<file path="config.mk">
export PLATFORM = sky130hd
export DESIGN_NAME = dsbpm_rate_strobe_gen_flat
export DESIGN_NICKNAME = d
export VERILOG_FILES = /design/src/rtl/dsbpm_rate_strobe_gen_if.sv /design/src/rtl/dsbpm_rate_strobe_gen.sv /design/src/flat_wrapper.sv
export SDC_FILE = /design/constraint.sdc
export NUM_CORES = 1
export LEC_CHECK = 0
export CORE_MARGIN = 1
export CORE_UTILIZATION = 61
export CTS_CLUSTER_DIAMETER = 60
export DETAILED_ROUTE_END_ITERATION = 6
export PLACE_DENSITY = 0.89
export SYNTH_ARGS = -nofsm -noshare
export SYNTH_HDL_FRONTEND = slang
export SYNTH_SLANG_ARGS = --single-unit
</file>
<file path="constraint.sdc">
create_clock -name clk -period 20.3 [get_ports clk]
set_clock_uncertainty 0.15 [all_clocks]
set_input_delay 2.03 -clock clk [delete_from_list [all_inputs] [get_ports clk]]
set_output_delay 2.03 -clock clk [all_outputs]
set_load 0.005 [all_outputs]
</file>
<file path="src/rtl/dsbpm_rate_strobe_gen_if.sv">
// Sample/marker/config bus and strobe/status outputs of the rate strobe generator.
// Latency: none, wires only. Optional mismatchCount field under STROBE_GEN_MISMATCH_COUNT_EN.
// Backpressure: none; samples are qualified by sampleValid only.
interface dsbpm_rate_strobe_gen_if #(
  parameter int SPT_WIDTH = 10,
  parameter int TPT_WIDTH = 8,
  parameter int FA_WIDTH  = 12,
  parameter int SA_WIDTH  = 16
);
  logic                 sampleValid;
  logic                 evrMarker;
  logic [1:0]           resyncMode;
  logic                 cfgLoad;
  logic [SPT_WIDTH-1:0] cfgSamplesPerTurn;
  logic [TPT_WIDTH-1:0] cfgTurnsPerPt;
  logic [FA_WIDTH-1:0]  cfgFaDecimate;
  logic [SA_WIDTH-1:0]  cfgSaDecimate;
  logic                 cfgError;
  logic                 turnStrobe;
  logic                 ptStrobe;
  logic                 faStrobe;
  logic                 saStrobe;
  logic [SPT_WIDTH-1:0] samplePhase;
  logic [TPT_WIDTH-1:0] ptTurn;
  logic [1:0]           state;
  logic                 locked;
  logic                 mismatch;
`ifdef STROBE_GEN_MISMATCH_COUNT_EN
  logic [15:0]          mismatchCount;
`endif

  modport master (
`ifdef STROBE_GEN_MISMATCH_COUNT_EN
    input  mismatchCount,
`endif
    output sampleValid, evrMarker, resyncMode, cfgLoad,
    output cfgSamplesPerTurn, cfgTurnsPerPt, cfgFaDecimate, cfgSaDecimate,
    input  cfgError, turnStrobe, ptStrobe, faStrobe, saStrobe,
    input  samplePhase, ptTurn, state, locked, mismatch
  );

  modport slave (
`ifdef STROBE_GEN_MISMATCH_COUNT_EN
    output mismatchCount,
`endif
    input  sampleValid, evrMarker, resyncMode, cfgLoad,
    input  cfgSamplesPerTurn, cfgTurnsPerPt, cfgFaDecimate, cfgSaDecimate,
    output cfgError, turnStrobe, ptStrobe, faStrobe, saStrobe,
    output samplePhase, ptTurn, state, locked, mismatch
  );
endinterface

</file>
<file path="src/rtl/dsbpm_rate_strobe_gen.sv">
// Turn/PT/FA/SA strobe generator aligned to the EVR marker; STROBE_GEN_MISMATCH_COUNT_EN adds mismatchCount.
// Latency: strobes, status and cfgError are registered one cycle after the sample/marker/load.
// Backpressure: none; counting advances only on sampleValid, idle cycles hold all counters.
module dsbpm_rate_strobe_gen #(
  parameter int SAMPLES_PER_TURN = 81,
  parameter int TURNS_PER_PT     = 19,
  parameter int FA_DECIMATE      = 76,
  parameter int SA_DECIMATE      = 1000,
  parameter int SPT_WIDTH        = 10,
  parameter int TPT_WIDTH        = 8,
  parameter int FA_WIDTH         = 12,
  parameter int SA_WIDTH         = 16
) (
  input  logic                   clk,
  input  logic                   rst,
  dsbpm_rate_strobe_gen_if.slave bus
);
  typedef enum logic [1:0] {IDLE = 2'd0, ALIGNED = 2'd1, LOCKED = 2'd2} state_t;

  localparam logic [SPT_WIDTH-1:0] SPT_DEF = SPT_WIDTH'(SAMPLES_PER_TURN);
  localparam logic [TPT_WIDTH-1:0] TPT_DEF = TPT_WIDTH'(TURNS_PER_PT);
  localparam logic [FA_WIDTH-1:0]  FA_DEF  = FA_WIDTH'(FA_DECIMATE);
  localparam logic [SA_WIDTH-1:0]  SA_DEF  = SA_WIDTH'(SA_DECIMATE);

  state_t               st;
  logic                 locked_q, mismatch_q, cfg_err_q;
  logic                 turn_stb, pt_stb, fa_stb, sa_stb;
  logic                 pending;
  logic [SPT_WIDTH-1:0] spt, spt_sh, phase;
  logic [TPT_WIDTH-1:0] tpt, tpt_sh, turn;
  logic [FA_WIDTH-1:0]  fa, fa_sh, fa_cnt;
  logic [SA_WIDTH-1:0]  sa, sa_sh, sa_cnt;

  logic                 first_mk, chk_mk, on_bound, apply, mis, zero, adv, cfg_bad;
  logic                 turn_wrap, fa_wrap;
  logic [SPT_WIDTH-1:0] spt_use, ph_e, ph_n;
  logic [TPT_WIDTH-1:0] tpt_use, turn_e, turn_n;
  logic [FA_WIDTH-1:0]  fa_use, fa_e, fa_n;
  logic [SA_WIDTH-1:0]  sa_use, sa_e, sa_n;

  always_comb begin
    first_mk = bus.evrMarker && (st == IDLE);
    // Mode 0 ignores every marker once running.
    chk_mk   = bus.evrMarker && (st != IDLE) && (bus.resyncMode != 2'd0);
    on_bound = (phase == '0) && (turn == '0);
    apply    = first_mk || (chk_mk && on_bound && pending);
    mis      = chk_mk && !on_bound;
    zero     = apply || (mis && (bus.resyncMode != 2'd2));
    adv      = bus.sampleValid && ((st != IDLE) || first_mk);

    spt_use = apply ? spt_sh : spt;
    tpt_use = apply ? tpt_sh : tpt;
    fa_use  = apply ? fa_sh  : fa;
    sa_use  = apply ? sa_sh  : sa;

    // Effective position of this cycle's sample after any realignment.
    ph_e   = zero ? '0 : phase;
    turn_e = zero ? '0 : turn;
    fa_e   = zero ? '0 : fa_cnt;
    sa_e   = zero ? '0 : sa_cnt;

    turn_wrap = (ph_e == spt_use - SPT_WIDTH'(1));
    fa_wrap   = (fa_e == fa_use - FA_WIDTH'(1));

    ph_n   = ph_e;
    turn_n = turn_e;
    fa_n   = fa_e;
    sa_n   = sa_e;
    if (adv) begin
      ph_n = turn_wrap ? '0 : ph_e + SPT_WIDTH'(1);
      if (turn_wrap) begin
        turn_n = (turn_e == tpt_use - TPT_WIDTH'(1)) ? '0 : turn_e + TPT_WIDTH'(1);
        fa_n   = fa_wrap ? '0 : fa_e + FA_WIDTH'(1);
        if (fa_wrap) begin
          sa_n = (sa_e == sa_use - SA_WIDTH'(1)) ? '0 : sa_e + SA_WIDTH'(1);
        end
      end
    end

    cfg_bad = (bus.cfgSamplesPerTurn < SPT_WIDTH'(2)) || (bus.cfgTurnsPerPt < TPT_WIDTH'(2)) ||
              (bus.cfgFaDecimate < FA_WIDTH'(2)) || (bus.cfgSaDecimate < SA_WIDTH'(2));
  end

  always_ff @(posedge clk) begin
    if (rst) begin
      st         <= IDLE;
      locked_q   <= 1'b0;
      mismatch_q <= 1'b0;
      cfg_err_q  <= 1'b0;
      turn_stb   <= 1'b0;
      pt_stb     <= 1'b0;
      fa_stb     <= 1'b0;
      sa_stb     <= 1'b0;
      pending    <= 1'b0;
      phase      <= '0;
      turn       <= '0;
      fa_cnt     <= '0;
      sa_cnt     <= '0;
      spt        <= SPT_DEF;
      tpt        <= TPT_DEF;
      fa         <= FA_DEF;
      sa         <= SA_DEF;
      spt_sh     <= SPT_DEF;
      tpt_sh     <= TPT_DEF;
      fa_sh      <= FA_DEF;
      sa_sh      <= SA_DEF;
    end else begin
      phase      <= ph_n;
      turn       <= turn_n;
      fa_cnt     <= fa_n;
      sa_cnt     <= sa_n;
      turn_stb   <= adv && (ph_e == '0);
      pt_stb     <= adv && (ph_e == '0) && (turn_e == '0);
      fa_stb     <= adv && (ph_e == '0) && (fa_e == '0);
      sa_stb     <= adv && (ph_e == '0) && (fa_e == '0) && (sa_e == '0);
      mismatch_q <= mis;
      cfg_err_q  <= bus.cfgLoad && cfg_bad;

      if (first_mk) begin
        st       <= (bus.resyncMode == 2'd0) ? LOCKED : ALIGNED;
        locked_q <= (bus.resyncMode == 2'd0);
      end else if (chk_mk) begin
        // A config change forces a fresh alignment even on a good marker.
        st       <= (on_bound && !pending) ? LOCKED : ALIGNED;
        locked_q <= on_bound && !pending;
      end

      if (apply) begin
        spt     <= spt_sh;
        tpt     <= tpt_sh;
        fa      <= fa_sh;
        sa      <= sa_sh;
        pending <= 1'b0;
      end

      // A load coinciding with a marker stays pending; the marker used the old shadow.
      if (bus.cfgLoad && !cfg_bad) begin
        spt_sh <= bus.cfgSamplesPerTurn;
        tpt_sh <= bus.cfgTurnsPerPt;
        fa_sh  <= bus.cfgFaDecimate;
        sa_sh  <= bus.cfgSaDecimate;
        if ((st == IDLE) && !bus.evrMarker) begin
          spt     <= bus.cfgSamplesPerTurn;
          tpt     <= bus.cfgTurnsPerPt;
          fa      <= bus.cfgFaDecimate;
          sa      <= bus.cfgSaDecimate;
          pending <= 1'b0;
        end else begin
          pending <= 1'b1;
        end
      end
    end
  end

  assign bus.cfgError    = cfg_err_q;
  assign bus.turnStrobe  = turn_stb;
  assign bus.ptStrobe    = pt_stb;
  assign bus.faStrobe    = fa_stb;
  assign bus.saStrobe    = sa_stb;
  assign bus.samplePhase = phase;
  assign bus.ptTurn      = turn;
  assign bus.state       = st;
  assign bus.locked      = locked_q;
  assign bus.mismatch    = mismatch_q;

`ifdef STROBE_GEN_MISMATCH_COUNT_EN
  logic [15:0] mis_cnt;

  always_ff @(posedge clk) begin
    if (rst || first_mk) begin
      mis_cnt <= '0;
    end else if (mis && (mis_cnt != 16'hFFFF)) begin
      mis_cnt <= mis_cnt + 16'd1;
    end
  end

  assign bus.mismatchCount = mis_cnt;
`endif
endmodule

</file>
<file path="src/flat_wrapper.sv">
// flat-port wrapper written by rule: the top's interface ports become plain ports
module dsbpm_rate_strobe_gen_flat 
#(
  parameter int SAMPLES_PER_TURN = 81,
  parameter int TURNS_PER_PT     = 19,
  parameter int FA_DECIMATE      = 76,
  parameter int SA_DECIMATE      = 1000,
  parameter int SPT_WIDTH        = 10,
  parameter int TPT_WIDTH        = 8,
  parameter int FA_WIDTH         = 12,
  parameter int SA_WIDTH         = 16
)
  (clk, rst, bus_sampleValid, bus_evrMarker, bus_resyncMode, bus_cfgLoad, bus_cfgSamplesPerTurn, bus_cfgTurnsPerPt, bus_cfgFaDecimate, bus_cfgSaDecimate, bus_cfgError, bus_turnStrobe, bus_ptStrobe, bus_faStrobe, bus_saStrobe, bus_samplePhase, bus_ptTurn, bus_state, bus_locked, bus_mismatch);
  dsbpm_rate_strobe_gen_if #(.SPT_WIDTH(SPT_WIDTH), .TPT_WIDTH(TPT_WIDTH), .FA_WIDTH(FA_WIDTH), .SA_WIDTH(SA_WIDTH)) bus_i ();
  input  logic clk;
  input  logic rst;
  input wire logic [$bits(bus_i.sampleValid)-1:0] bus_sampleValid;
  input wire logic [$bits(bus_i.evrMarker)-1:0] bus_evrMarker;
  input wire logic [$bits(bus_i.resyncMode)-1:0] bus_resyncMode;
  input wire logic [$bits(bus_i.cfgLoad)-1:0] bus_cfgLoad;
  input wire logic [$bits(bus_i.cfgSamplesPerTurn)-1:0] bus_cfgSamplesPerTurn;
  input wire logic [$bits(bus_i.cfgTurnsPerPt)-1:0] bus_cfgTurnsPerPt;
  input wire logic [$bits(bus_i.cfgFaDecimate)-1:0] bus_cfgFaDecimate;
  input wire logic [$bits(bus_i.cfgSaDecimate)-1:0] bus_cfgSaDecimate;
  output wire logic [$bits(bus_i.cfgError)-1:0] bus_cfgError;
  output wire logic [$bits(bus_i.turnStrobe)-1:0] bus_turnStrobe;
  output wire logic [$bits(bus_i.ptStrobe)-1:0] bus_ptStrobe;
  output wire logic [$bits(bus_i.faStrobe)-1:0] bus_faStrobe;
  output wire logic [$bits(bus_i.saStrobe)-1:0] bus_saStrobe;
  output wire logic [$bits(bus_i.samplePhase)-1:0] bus_samplePhase;
  output wire logic [$bits(bus_i.ptTurn)-1:0] bus_ptTurn;
  output wire logic [$bits(bus_i.state)-1:0] bus_state;
  output wire logic [$bits(bus_i.locked)-1:0] bus_locked;
  output wire logic [$bits(bus_i.mismatch)-1:0] bus_mismatch;
  assign bus_i.sampleValid = bus_sampleValid;
  assign bus_i.evrMarker = bus_evrMarker;
  assign bus_i.resyncMode = bus_resyncMode;
  assign bus_i.cfgLoad = bus_cfgLoad;
  assign bus_i.cfgSamplesPerTurn = bus_cfgSamplesPerTurn;
  assign bus_i.cfgTurnsPerPt = bus_cfgTurnsPerPt;
  assign bus_i.cfgFaDecimate = bus_cfgFaDecimate;
  assign bus_i.cfgSaDecimate = bus_cfgSaDecimate;
  assign bus_cfgError = bus_i.cfgError;
  assign bus_turnStrobe = bus_i.turnStrobe;
  assign bus_ptStrobe = bus_i.ptStrobe;
  assign bus_faStrobe = bus_i.faStrobe;
  assign bus_saStrobe = bus_i.saStrobe;
  assign bus_samplePhase = bus_i.samplePhase;
  assign bus_ptTurn = bus_i.ptTurn;
  assign bus_state = bus_i.state;
  assign bus_locked = bus_i.locked;
  assign bus_mismatch = bus_i.mismatch;
  dsbpm_rate_strobe_gen #(.SAMPLES_PER_TURN(SAMPLES_PER_TURN), .TURNS_PER_PT(TURNS_PER_PT), .FA_DECIMATE(FA_DECIMATE), .SA_DECIMATE(SA_DECIMATE), .SPT_WIDTH(SPT_WIDTH), .TPT_WIDTH(TPT_WIDTH), .FA_WIDTH(FA_WIDTH), .SA_WIDTH(SA_WIDTH)) u_core (.clk(clk), .rst(rst), .bus(bus_i));
endmodule
</file>
# Word-level counts from Yosys, hierarchy flattened
# Cells that the tools add are included.
# word_totals
elab_cells	114
output_inout_bits	27
register_bits	148
input_bits	53
# op_classes
eq_ne	5
add_sub_neg	8
n_reduce_logical	39
magnitude_cmp	4
n_mux	37
# ops
operator	count
two-way mux 16 bit	8
two-way mux 12 bit	7
two-way mux 10 bit	6
two-way mux 8 bit	7
logical NOT 10 bit	2
logical AND 1 bit	17
adder 16 x 1 -> 16 bit (second input constant)	1
== test 16 bit	1
logical NOT 16 bit	1
logical NOT 8 bit	2
less-than comparator 16 x 2 -> 1 bit (second input constant)	1
subtractor 16 x 1 -> 16 bit (second input constant)	1
adder 12 x 1 -> 12 bit (second input constant)	1
== test 12 bit	1
logical NOT 12 bit	1
less-than comparator 12 x 2 -> 1 bit (second input constant)	1
subtractor 12 x 1 -> 12 bit (second input constant)	1
adder 10 x 1 -> 10 bit (second input constant)	1
== test 10 bit	1
less-than comparator 10 x 2 -> 1 bit (second input constant)	1
subtractor 10 x 1 -> 10 bit (second input constant)	1
adder 8 x 1 -> 8 bit (second input constant)	1
== test 8 bit	1
less-than comparator 8 x 2 -> 1 bit (second input constant)	1
other kinds (8)	27

# Logic depth before layout (Yosys ltp)
# logic_depth
ltp_word	13
depth_mapped	24
depth_no_buf	15

# Worst setup path before layout
# Ideal clock, no wire load.
# synth_timing
path_type	input port to flip-flop
startpoint	in bus_resyncMode[0]
endpoint	reg u_core.sa_cnt[5]
required_ps	20079
stages	23
t_arrival_ps	7891
setup_time_ps	71
slack_ps	12188
n_path_buf	8
path_cell_list	o21a_1 nand3_1 o31a_1 clkbuf_1 buf_2 buf_1 clkbuf_1 clkbuf_1 buf_1 mux2i_1 ha_1 clkbuf_1 nand2b_1 or3_1 nand3_1 nor2_1 or4_1 o32a_1 nor4_4 or4b_1 buf_2 or4_1 a21oi_1
# synth_between
elab_chain_cells	12
word_cells_on_any_way	26
cone_classes	4 x add/sub; 4 x eq/ne; 10 x mux; 8 x reduce/logical
# synth_lines
item	line	rtl
start, declared	flat_wrapper.sv:19	input wire logic [$bits(bus_i.resyncMode)-1:0] bus_resyncMode;
nonzero test 2 bit	dsbpm_rate_strobe_gen.sv:44	chk_mk = bus.evrMarker && (st != IDLE) && (bus.resyncMode != 2'd0);
logical AND 1 bit	dsbpm_rate_strobe_gen.sv:44	
logical AND 1 bit (2 in a row)	dsbpm_rate_strobe_gen.sv:46	apply = first_mk || (chk_mk && on_bound && pending);
logical OR 1 bit	dsbpm_rate_strobe_gen.sv:46	
two-way mux 16 bit or logical OR 1 bit (tied branches)	dsbpm_rate_strobe_gen.sv:54, dsbpm_rate_strobe_gen.sv:48	
subtractor 16 x 1 -> 16 bit or two-way mux 16 bit (tied branches)	dsbpm_rate_strobe_gen.sv:75, dsbpm_rate_strobe_gen.sv:60	
== test 16 bit or adder 16 x 1 -> 16 bit (tied branches)	dsbpm_rate_strobe_gen.sv:75	sa_n = (sa_e == sa_use - SA_WIDTH'(1)) ? '0 : sa_e + SA_WIDTH'(1);
two-way mux 16 bit	dsbpm_rate_strobe_gen.sv:75	
two-way mux 16 bit	dsbpm_rate_strobe_gen.sv:74	if (fa_wrap) begin
two-way mux 16 bit	dsbpm_rate_strobe_gen.sv:71	if (turn_wrap) begin
two-way mux 16 bit (*)	dsbpm_rate_strobe_gen.sv:69	if (adv) begin
end signal, assigned	dsbpm_rate_strobe_gen.sv:111	sa_cnt <= sa_n;
end, declared	dsbpm_rate_strobe_gen.sv:32	logic [SA_WIDTH-1:0] sa, sa_sh, sa_cnt;
# Every way passes the cells marked *; elsewhere a longest branch is shown, timed or not.
# A chain may end at the register's enable or synchronous reset.

# Worst setup path in the final report
# layout_timing
startpoint	in bus_evrMarker
endpoint	reg u_core.sa_cnt[5]
# layout_between
elab_chain_cells	12
word_cells_on_any_way	28
cone_classes	4 x add/sub; 3 x eq/ne; 10 x mux; 11 x reduce/logical
# layout_lines
item	line	rtl
start, declared	flat_wrapper.sv:18	input wire logic [$bits(bus_i.evrMarker)-1:0] bus_evrMarker;
logical AND 1 bit (2 in a row)	dsbpm_rate_strobe_gen.sv:44	
logical AND 1 bit (2 in a row)	dsbpm_rate_strobe_gen.sv:46	
logical OR 1 bit	dsbpm_rate_strobe_gen.sv:46	
two-way mux 16 bit or logical OR 1 bit (tied branches)	dsbpm_rate_strobe_gen.sv:54, dsbpm_rate_strobe_gen.sv:48	
subtractor 16 x 1 -> 16 bit or two-way mux 16 bit (tied branches)	dsbpm_rate_strobe_gen.sv:75, dsbpm_rate_strobe_gen.sv:60	
== test 16 bit or adder 16 x 1 -> 16 bit (tied branches)	dsbpm_rate_strobe_gen.sv:75	
two-way mux 16 bit	dsbpm_rate_strobe_gen.sv:75	
two-way mux 16 bit	dsbpm_rate_strobe_gen.sv:74	
two-way mux 16 bit	dsbpm_rate_strobe_gen.sv:71	
two-way mux 16 bit (*)	dsbpm_rate_strobe_gen.sv:69	
# Marked as above.

==> impl_metrics.toml <==
[setup_path]
cpMostUsedCell = "buf_4"
worstSetupPathDepth = 19
worst_r2r_startpoint = "u_core.bus.samplePhase[2]$_SDFF_PP0_"
startpoint = "bus_evrMarker"
endpoint = "u_core.sa_cnt[5]$_SDFF_PP0_"
crit_path_end_kind = "flop"
ff2ff_setup_slack_ps = 13540
cp_max_fo = 45
reg2reg_depth = 18
cp.arrival_ps = 8140
worstPathRequired_ps = 20510
cp-start-kind = "primary input"
crit_chain = "clkdlybuf4s50_1 > o21a_1 > nand3_1 > o31a_2 > buf_4 > buf_4 > mux2i_1 > ha_1 > nand2b_1 > or3_1 > nand3_1 > nor2_1 > or4_1 > o32a_1 > nor4_4 > buf_4 > or4b_1 > or4_1 > a21oi_1"
crit_family = "simple AND/OR/NAND/NOR gates"
path_class = "primary input to flop"
slowest_delay_ps = 720
r2r_end = "u_core.sa_cnt[5]$_SDFF_PP0_"
cp_slowest_cell = "or4b_1"
crit_buf_inv = 4

[power]
clkPwrFrac_pct = 41.2
power.share.sequential_pct = 39.8
cellPowerDensity_nw_per_um2 = 78.1
intPower_uw = 576
comb_power_share_pct = 19.0
switching_share_pct = 30.3
switching_power_uw = 251
p_leak_uw = 0.00386
ir_drop_uv = 58.7
p_total_uw = 827

[timing]
max_freq_ghz = 0.126
hold_viol = 0
post-route-min-period_ps = 7920
worst_pin_slew_ps = 1190
rsz0062_at_grt = "false"
slew_headroom_pct = 20.9
final.period_utilization_pct = 39.0
tns_ps = 0
slew_viol_final = 0
setup_viol = 0

[worst_hold_path]
holdPathStages = 2
hold_class = "flop to flop"

[finish]
layout_common_cells = "nand2_1, dfxtp_1, nor2_1"
finalNetCount = 1331
final_layout_size_suffix_gt1_share_pct = 4.77
final-seq-area_sq_um = 2940
antenna_cells = 0
final_common_cell = "nand2_1"
multiInputGateArea_sq_um = 5820
area_delta_synth_final_pct = 16.0
postLayoutCoreUtil_pct = 72.6
fillers = 1070

[drt]
met1_length_microns = 11700
ant_nets = 0
drt_pass1_iterations = 7
initialDrtViolationCount = 1244
wire_per_inst_microns = 18.4
dr_wl_met2_microns = 11600
viasPerCell = 6.53
vias = 9560
drt_wl_total_microns = 26900
dr_wl_met3_microns = 2910
top_layer = "met4"
route.detailed.drc = 1

[clock_tree]
cts_hold_buf = 0
clk_path_buf_depth = 2
cts_setup_buffers = 0
cts_tree = "built"
cts_sinks = 147
cts_buffers = 17
worst_skew_pair.late_latency_ps = 430
ctsHtreeMaxLevel = 4
root_buffer = "clkbuf_16"
ctsResizeCount = 0
clk_pin_slew_ps = 60

[yosys]
ys_types = 74
ys_ff_latch = 147
ys_async_sr_fraction_pct = 0
synth_fp_nets = 1297
syn_avg_cell_area_sq_um = 7.41
ys_warn_count = 0
netlist_instances = 1232
synth_edf_count = 0
synth_seq_area_share_pct = 32.3
synth_area_sq_um = 9120
ys.flop_type = "dfxtp_1"

[floorplanning]
start_util_pct = 62.5
fp-row-count = 44
ios = 80
die_width_microns = 124
fp.dieH_microns = 124
coreArea_sq_um = 14600
dieArea_sq_um = 15500

[grt]
grt_remaining_overflow = 0
grt_max_degree = 119
grt_pass1_vias = 8390
grt_pass1_wl_microns = 43700
antenna_found_initial = 0
grt_use_total_pct = 34.7

[placement]
io_buffer_count = 79
gp_congestion = 0.927
dp_hpwl_microns = 18000

[status]
status = "finished with violations"
violations = "design-rule violations"

[job]
maxCapViolCount = 0
==> logic make-up (layout without fill, tap and decap cells) <==
family                     Yosys count  in the layout  share of synthesized area (%)
DFF                                147            147                           32.3
buffers and inverters               99            146                           4.24
and+or+nand+nor                    632            632                           34.0
adders and majority gates           12             12                           1.65
AOI/OAI and AO/OA                  241            241                           17.4
muxes                               21             21                           2.32
xor gates and xnor gates            80             80                           8.15
==> power by group through the flow <==
stage | registers, uW | logic [uW] | clock network, uW
floorplan | 325 | 111 | 0
global placement | 333 | 147 | 0
detailed placement | 334 | 151 | 0
CTS | 327 | 153 | 341
global route | 331 | 171 | 354
finish | 329 | 157 | 341
==> synthesized netlist by cell type, drive strengths merged, types with 6 or more instances <==
cell type | instances | share of area (%)
o31ai | 8 | 0.66
buf | 14 | 0.73
a21oi | 70 | 3.8
mux2i | 20 | 2.2
nand2 | 240 | 9.9
nor2 | 109 | 4.5
nand4 | 20 | 1.4
o21ai | 53 | 2.9
xnor2 | 54 | 5.2
or4 | 14 | 1.2
a31oi | 9 | 0.62
or3 | 20 | 1.4
a311oi | 25 | 2.4
and2 | 9 | 0.62
nor3 | 41 | 2.3
ha | 12 | 1.6
dfxtp | 147 | 32
nor4b | 7 | 0.67
a211oi | 12 | 0.99
nor3b | 6 | 0.49
o21a | 7 | 0.58
nand2b | 20 | 1.4
xor2 | 23 | 2.2
nand3 | 45 | 2.5
nand3b | 19 | 1.6
clkbuf | 61 | 2.5
and3 | 23 | 1.6
nor4 | 36 | 2.6
inv | 24 | 0.99
==> cell type report <==
class / instances / area share, %
tap: 184 / 2.17
clock inverter: 14 / 1.89
inverter: 24 / 0.851
sequential: 147 / 27.8
timing repair buffer: 90 / 8.23
clock buffer: 18 / 4.05
multi-input combinational: 986 / 55.0
==> flip-flops by register name, indices dropped and copies added (netlist names), 8 cells and up <==
| register | flops |
|---|---|
| u_core.fa_sh | 12 |
| u_core.bus.samplePhase | 10 |
| u_core.fa_cnt | 12 |
| u_core.tpt_sh | 8 |
| u_core.bus.ptTurn | 8 |
| u_core.spt_sh | 10 |
| u_core.tpt | 8 |
| u_core.sa | 16 |
| u_core.spt | 10 |
| u_core.sa_sh | 16 |
| u_core.sa_cnt | 16 |
| u_core.fa | 12 |
==> worst min-delay path by stage <==
| stage | from | end | slack (ps) |
|---|---|---|---|
| after global routing | u_core.tpt_sh[5]$_SDFFE_PP0P_ | u_core.tpt_sh[5]$_SDFFE_PP0P_ | 330 |
| after floorplan | u_core.tpt_sh[5]$_SDFFE_PP0P_ | u_core.tpt_sh[5]$_SDFFE_PP0P_ | 290 |
| after global placement | u_core.tpt_sh[5]$_SDFFE_PP0P_ | u_core.tpt_sh[5]$_SDFFE_PP0P_ | 300 |
| after detailed placement | u_core.tpt_sh[5]$_SDFFE_PP0P_ | u_core.tpt_sh[5]$_SDFFE_PP0P_ | 300 |
| after CTS | u_core.tpt_sh[5]$_SDFFE_PP0P_ | u_core.tpt_sh[5]$_SDFFE_PP0P_ | 310 |
| final | u_core.tpt_sh[5]$_SDFFE_PP0P_ | u_core.tpt_sh[5]$_SDFFE_PP0P_ | 310 |
==> routing by layer <==
metal  vias to the layer above  track usage [%]
li1                       4497                -
met1                      4431             50.8
met2                       578             49.3
met3                        54             7.26
met4                         0             13.7
met5                         -                0
==> stage by stage <==
| step | hold WS [ps] | setup WS, ps | area, sq um | std cells |
|---|---|---|---|---|
| floorplan | 286 | 12190 | 9120 | 1232 |
| global route | 331 | 11910 | 10600 | 1463 |
| finish | 314 | 12380 | 10600 | 1463 |
| detailed placement | 302 | 12040 | 9960 | 1431 |
| CTS | 310 | 12460 | 10600 | 1463 |
| global placement | 296 | 12210 | 9960 | 1431 |
==> worst reg2reg max path, delay by kind of cell, from the launching register on <==
kind / cells / cell delay [ps]
AO/OA/AOI/OAI: 3 / 800
adder cells (fa/ha/maj): 1 / 390
buffers and inverters: 3 / 890
flip-flops: 1 / 420
multiplexers: 1 / 270
AND/OR/NAND/NOR: 10 / 3770
Power figures use the tool's default switching activity.
